<file path="src/rtl/link_tx_arb.sv">
// link_tx_arb: transmit-side arbiter/sequencer for the link layer.
// Grants the PHY-bound TX mux to either the token/handshake stream (TO) or the
// link-layer data stream (LT), gates valid/ready of the non-granted source,
// masks the granted source after its EOP beat, and inserts an inter-packet gap
// once the PHY accepts the packet end.
// Optional watchdog: define LINK_TX_ARB_TIMEOUT_EN to abort packets that stay
// granted for TIMEOUT_CYCLES without tx_lp_eop_en.

module link_tx_arb #(
   parameter int IPG_CYCLES     = 2,
   parameter int TIMEOUT_CYCLES = 1023,
   parameter int CNT_W          = 10
) (
   input  logic clk,
   input  logic rst_n,
   input  logic tx_en,
   input  logic src_to_valid,
   input  logic src_to_sop,
   input  logic src_to_eop,
   output logic src_to_ready,
   input  logic src_lt_valid,
   input  logic src_lt_sop,
   input  logic src_lt_eop,
   output logic src_lt_ready,
   output logic tx_to_valid,
   output logic tx_lt_valid,
   input  logic tx_to_ready,
   input  logic tx_lt_ready,
   output logic tx_data_on,
   input  logic tx_lp_eop_en,
   output logic tx_busy,
   output logic tx_pkt_done,
   output logic tx_timeout
);

   typedef enum logic [1:0] {
      S_IDLE   = 2'd0,
      S_TO_PKT = 2'd1,
      S_LT_PKT = 2'd2,
      S_GAP    = 2'd3
   } state_t;

   // Gap counter preload; a zero gap skips the GAP state entirely.
   localparam logic [CNT_W-1:0] IPG_LOAD = (IPG_CYCLES > 0) ? CNT_W'(IPG_CYCLES - 1) : '0;
   localparam bit               IPG_SKIP = (IPG_CYCLES == 0);

   state_t           r_state;
   logic             r_last_lt;   // last-served pointer: 1 = LT was granted last
   logic             r_sent;      // granted source has completed its EOP beat
   logic             r_data_on;
   logic             r_busy;
   logic             r_pkt_done;
   logic [CNT_W-1:0] r_gap_cnt;

   logic w_req_to;
   logic w_req_lt;
   logic w_start;
   logic w_pick_to;
   logic w_in_pkt;
   logic w_to_grant;
   logic w_lt_grant;
   logic w_beat_eop;
   logic w_wdog_expire;
   logic w_pkt_end;

   // Requests are only the start of a packet; mid-packet beats never request.
   assign w_req_to  = src_to_valid & src_to_sop;
   assign w_req_lt  = src_lt_valid & src_lt_sop;
   assign w_start   = tx_en & (w_req_to | w_req_lt);
   // Round-robin between two: TO wins if alone, or on a tie when LT went last.
   assign w_pick_to = w_req_to & (~w_req_lt | r_last_lt);

   assign w_in_pkt   = (r_state == S_TO_PKT) || (r_state == S_LT_PKT);
   assign w_to_grant = (r_state == S_TO_PKT) && !r_sent;
   assign w_lt_grant = (r_state == S_LT_PKT) && !r_sent;

   // Pass-through gating straight from the registered grant: no beat latency.
   assign tx_to_valid  = w_to_grant & src_to_valid;
   assign src_to_ready = w_to_grant & tx_to_ready;
   assign tx_lt_valid  = w_lt_grant & src_lt_valid;
   assign src_lt_ready = w_lt_grant & tx_lt_ready;

   // EOP beat handshake of whichever source currently owns the mux.
   assign w_beat_eop = (w_to_grant & src_to_valid & tx_to_ready & src_to_eop) |
                       (w_lt_grant & src_lt_valid & tx_lt_ready & src_lt_eop);

   assign w_pkt_end = w_in_pkt & (tx_lp_eop_en | w_wdog_expire);

   assign tx_data_on  = r_data_on;
   assign tx_busy     = r_busy;
   assign tx_pkt_done = r_pkt_done;

   // Main sequencer: grant, packet, gap, with all status outputs registered.
   // NOTE: sequential state uses non-blocking assignments so every register
   // samples pre-edge values regardless of statement order.
   always_ff @(posedge clk or negedge rst_n) begin
      if (!rst_n) begin
         r_state    <= S_IDLE;
         r_last_lt  <= 1'b1;
         r_sent     <= 1'b0;
         r_data_on  <= 1'b0;
         r_busy     <= 1'b0;
         r_pkt_done <= 1'b0;
         r_gap_cnt  <= '0;
      end else begin
         r_pkt_done <= 1'b0;
         case (r_state)
            S_IDLE: begin
               if (w_start) begin
                  r_busy <= 1'b1;
                  r_sent <= 1'b0;
                  if (w_pick_to) begin
                     r_state   <= S_TO_PKT;
                     r_last_lt <= 1'b0;
                  end else begin
                     r_state   <= S_LT_PKT;
                     r_last_lt <= 1'b1;
                     r_data_on <= 1'b1;
                  end
               end
            end
            S_TO_PKT, S_LT_PKT: begin
               if (w_pkt_end) begin
                  // A watchdog abort ends the packet without a done pulse.
                  r_pkt_done <= tx_lp_eop_en;
                  r_sent     <= 1'b0;
                  r_data_on  <= 1'b0;
                  if (IPG_SKIP) begin
                     r_state <= S_IDLE;
                     r_busy  <= 1'b0;
                  end else begin
                     r_state   <= S_GAP;
                     r_gap_cnt <= IPG_LOAD;
                  end
               end else if (w_beat_eop) begin
                  r_sent <= 1'b1;
               end
            end
            S_GAP: begin
               if (r_gap_cnt == '0) begin
                  r_state <= S_IDLE;
                  r_busy  <= 1'b0;
               end else begin
                  r_gap_cnt <= r_gap_cnt - 1'b1;
               end
            end
            default: begin
               r_state   <= S_IDLE;
               r_busy    <= 1'b0;
               r_data_on <= 1'b0;
            end
         endcase
      end
   end

`ifdef LINK_TX_ARB_TIMEOUT_EN
   localparam logic [CNT_W-1:0] WDOG_LAST = CNT_W'(TIMEOUT_CYCLES - 1);

   logic [CNT_W-1:0] r_wdog;
   logic             r_timeout;

   // Expiry on the last allowed cycle; a simultaneous PHY EOP wins.
   assign w_wdog_expire = w_in_pkt & ~tx_lp_eop_en & (r_wdog == WDOG_LAST);
   assign tx_timeout    = r_timeout;

   // Watchdog: counts granted cycles, held at zero outside the packet states.
   always_ff @(posedge clk or negedge rst_n) begin
      if (!rst_n) begin
         r_wdog    <= '0;
         r_timeout <= 1'b0;
      end else begin
         r_timeout <= w_wdog_expire;
         if (!w_in_pkt || w_pkt_end) begin
            r_wdog <= '0;
         end else begin
            r_wdog <= r_wdog + 1'b1;
         end
      end
   end
`else
   assign w_wdog_expire = 1'b0;
   assign tx_timeout    = 1'b0;
`endif

endmodule

</file>
<file path="config.mk">
export PLATFORM = sky130hd
export DESIGN_NAME = link_tx_arb
export DESIGN_NICKNAME = d
export VERILOG_FILES = /design/src/rtl/link_tx_arb.sv
export SDC_FILE = /design/constraint.sdc
export NUM_CORES = 1
export LEC_CHECK = 0
export ABC_AREA = 1
export BUFFER_PORTS_ARGS = -buffer_cell sky130_fd_sc_hd__clkbuf_2
export CORE_ASPECT_RATIO = 2
export CORE_MARGIN = 2
export CORE_UTILIZATION = 40
export CTS_BUF_LIST = sky130_fd_sc_hd__clkbuf_2 sky130_fd_sc_hd__clkbuf_4 sky130_fd_sc_hd__clkbuf_8
export DETAILED_ROUTE_END_ITERATION = 16
export PLACE_DENSITY = 0.68
export SLEW_MARGIN = 20
export SYNTH_ARGS = -nofsm -noshare
export SYNTH_HDL_FRONTEND = slang
export SYNTH_SLANG_ARGS = --single-unit
</file>
<file path="constraint.sdc">
create_clock -name clk -period 1.55 [get_ports clk]
set_input_delay 0.0775 -clock clk [delete_from_list [all_inputs] [get_ports clk]]
set_output_delay 0.0775 -clock clk [all_outputs]
set_load 0.005 [all_outputs]
</file>
==> results.sh <==
export IMPL_rows=27
export IMPL_gp_congestion=0.801
export IMPL_numCtsBuffers=3
export IMPL_dr_pass1_iters=4
export IMPL_layout_common_cells="47 x nand2_1, 18 x clkbuf_2, 17 x inv_1"
export IMPL_hold_viol=0
export IMPL_max_freq_mhz=690
export IMPL_clk_latency_ps=260
export IMPL_cellPowerDensity_nw_per_um2=2300
export IMPL_regArea_sq_um=427
export IMPL_finalCritPeriodShare_pct=93.5
export IMPL_htreeDepth=1
export IMPL_synthToLayoutAreaGrowth_pct=25.7
export IMPL_synthCells=158
export IMPL_hp_class="primary input to flop"
export IMPL_crit_required_ps=1700
export IMPL_grt_usage_pct=17.9
export IMPL_fp_coreArea_sq_um=2700
export IMPL_drv_cap=0
export IMPL_synth_nets=176
export IMPL_yosys_area_share_simple_pct=34.7
export IMPL_cts_buffer_depth=2
export IMPL_ys_seq_area_share_pct=37.9
export IMPL_grt_pass1_vias=1117
export IMPL_start_util_pct=41.7
export IMPL_cts_root_buf="clkbuf_8"
export IMPL_die_w_um=41.5
export IMPL_nets=205
export IMPL_design_die_area_sq_um=3280
export IMPL_clk_pin_slew_ps=80
export IMPL_critPathKind="flop to flop"
export IMPL_synth_ff_latch_count=17
export IMPL_final_cells=215
export IMPL_totalWireLength_um=2770
export IMPL_synth_cell_types=24
export IMPL_cts_tree="done"
export IMPL_synthXorXnorAreaFrac_pct=0
export IMPL_leakagePower_nw=0.723
export IMPL_synth_warnings=0
export IMPL_finalCriticalPeriod_ps=1450
export IMPL_grt_ovfl_total=0
export IMPL_multi_input_area_sq_um=687
export IMPL_drtIter0Drc=40
export IMPL_ant_nets=0
export IMPL_synthMuxAreaShare_pct=0
export IMPL_peakVddDrop_mv=1.21
export IMPL_antennaDiodeCount=0
export IMPL_clock_sinks=17
export IMPL_finalSetupViolCount=0
export IMPL_fp_dieH_um=79.0
export IMPL_fillerInstances=268
export IMPL_finClkSkew_ps=11.7
export IMPL_routed_via_count=1127
export IMPL_drive_gt1_share_pct=27.4
export IMPL_final_util_pct=52.4
export IMPL_run_status="finished, final reports clean"
export IMPL_ios=20
export IMPL_crit_path_start_kind="flop"
export IMPL_grt_pass1_wl_um=4650
export IMPL_drc_errors=0
export IMPL_via_per_inst=5.24
export IMPL_crit_fanout=4
export IMPL_grt_max_degree=18
export IMPL_dp_cells=205
export IMPL_netlist_area_sq_um=1130
export IMPL_cp_arrival_ps=1600
export IMPL_dpl_hpwl_um=1970
export IMPL_antenna_found_initial=0
export IMPL_synth_fa_ha_area_share_pct=6.67
export IMPL_layout_commonest_cell="nand2_1"
export IMPL_routedWlPerCell_um=12.9
export IMPL_synth_compound_area_share_pct=11.1
export IMPL_critPathCaptureType="flop"
export IMPL_synth_area_per_cell_sq_um=7.13
export IMPL_synth_top_family_by_area="simple AND/OR/NAND/NOR gates"
export IMPL_port_buffers=18
export IMPL_drv_slew=0
## worst max-delay path, stage by stage (launching register included)
cell	delay, ps
dfrtp_1	400
inv_1	80
ha_2	200
nand2_2	100
nor2_4	140
nand2_1	100
nand2_2	100
nand2_1	90
nand2_1	60
o21ai_1	60
## what timing repair did
action	CTS	global route
pin swaps	1	2
hold endpoints to repair	16	0
buffers inserted	0	2
gates resized for setup	1	14
cloned	1	2
setup endpoints to repair	10	13
hold buffers	1	0
## stage by stage
step | setup TNS [ps] | hold slack, ps | setup slack [ps] | area, sq um | power, mW
floorplan | 0 | -218 | 43.1 | 1130 | 2.13
global placement | 0 | 39.8 | 61.2 | 1250 | 2.45
detailed placement | -26.6 | 48.6 | -14.4 | 1250 | 2.51
CTS | 0 | 64.4 | 2.13 | 1320 | 2.94
global route | -6.70 | 105 | -6.70 | 1420 | 3.56
finish | 0 | 86.7 | 101 | 1420 | 3.26
## where the power goes
| group | internal (mW) | switching, mW | total (mW) | leakage (nW) |
|---|---|---|---|---|
| combinational | 0.791 | 1.32 | 2.11 | 0.477 |
| clock | 0.179 | 0.168 | 0.346 | 0.0255 |
| sequential | 0.640 | 0.160 | 0.800 | 0.221 |
## flip-flops by register name, summed over array words and instances (netlist names)
register     count
tx_pkt_done      1
r_sent           1
tx_data_on       1
r_last_lt        1
r_state          2
tx_busy          1
r_gap_cnt       10
## layout make-up
type,instances,share of cell area (%)
inverters,21,5.75
flip-flops and latches,17,30.2
multi-input cells,120,48.5
clock inverters,1,0.354
clock buffers,3,2.92
well taps,29,2.56
repair buffers,24,9.73
## path summary, 6_finish.rpt
kind | from | cells after the start | to | slack [ps]
min | tx_lp_eop_en | 3 | tx_pkt_done | 90
min in group asynchronous | rst_n | 2 | tx_data_on | 280
max reg2reg | r_gap_cnt[0] | 9 | r_state[1] | 100
min reg2reg | r_gap_cnt[0] | 1 | r_gap_cnt[0] | 490
max | r_gap_cnt[0] | 9 | r_state[1] | 100
max in group asynchronous | rst_n | 2 | r_last_lt | 930
## cells by family (layout without fill, tap and decap cells)
| kind of cell | Yosys count | count (layout) |
|---|---|---|
| adders and majority gates | 6 | 6 |
| other | 1 | 1 |
| buffers and inverters | 24 | 49 |
| and+or+nand+nor | 87 | 90 |
| AOI/OAI and AO/OA | 23 | 23 |
| DFF | 17 | 17 |
## cell usage after synthesis
library cell	count	area (sq um)
inv_1	18	67.6
nand3_2	1	10.0
ha_1	6	75.1
buf_8	1	15.0
nor2_2	1	6.26
buf_1	1	3.75
conb_1	1	3.75
o21ai_1	11	55.1
nand2_1	49	184
a21boi_1	1	7.51
nor2_1	13	48.8
nand3_1	15	75.1
a21oi_1	3	15.0
nand2_2	1	6.26
inv_2	3	11.3
o21ai_0	6	30.0
nand3_4	1	17.5
dfrtp_1	16	400
o21ai_2	2	17.5
or2_2	1	6.26
nor2_4	1	11.3
and3_1	4	25.0
dfstp_2	1	26.3
buf_4	1	7.51
## metal layers
metal	wire length, um	GRT usage (%)
met5	0	0
met3	76	1.36
met2	1540	33.9
met1	1070	18.7
met4	85	10.0
Note: power is estimated with default switching activity, not from simulation.
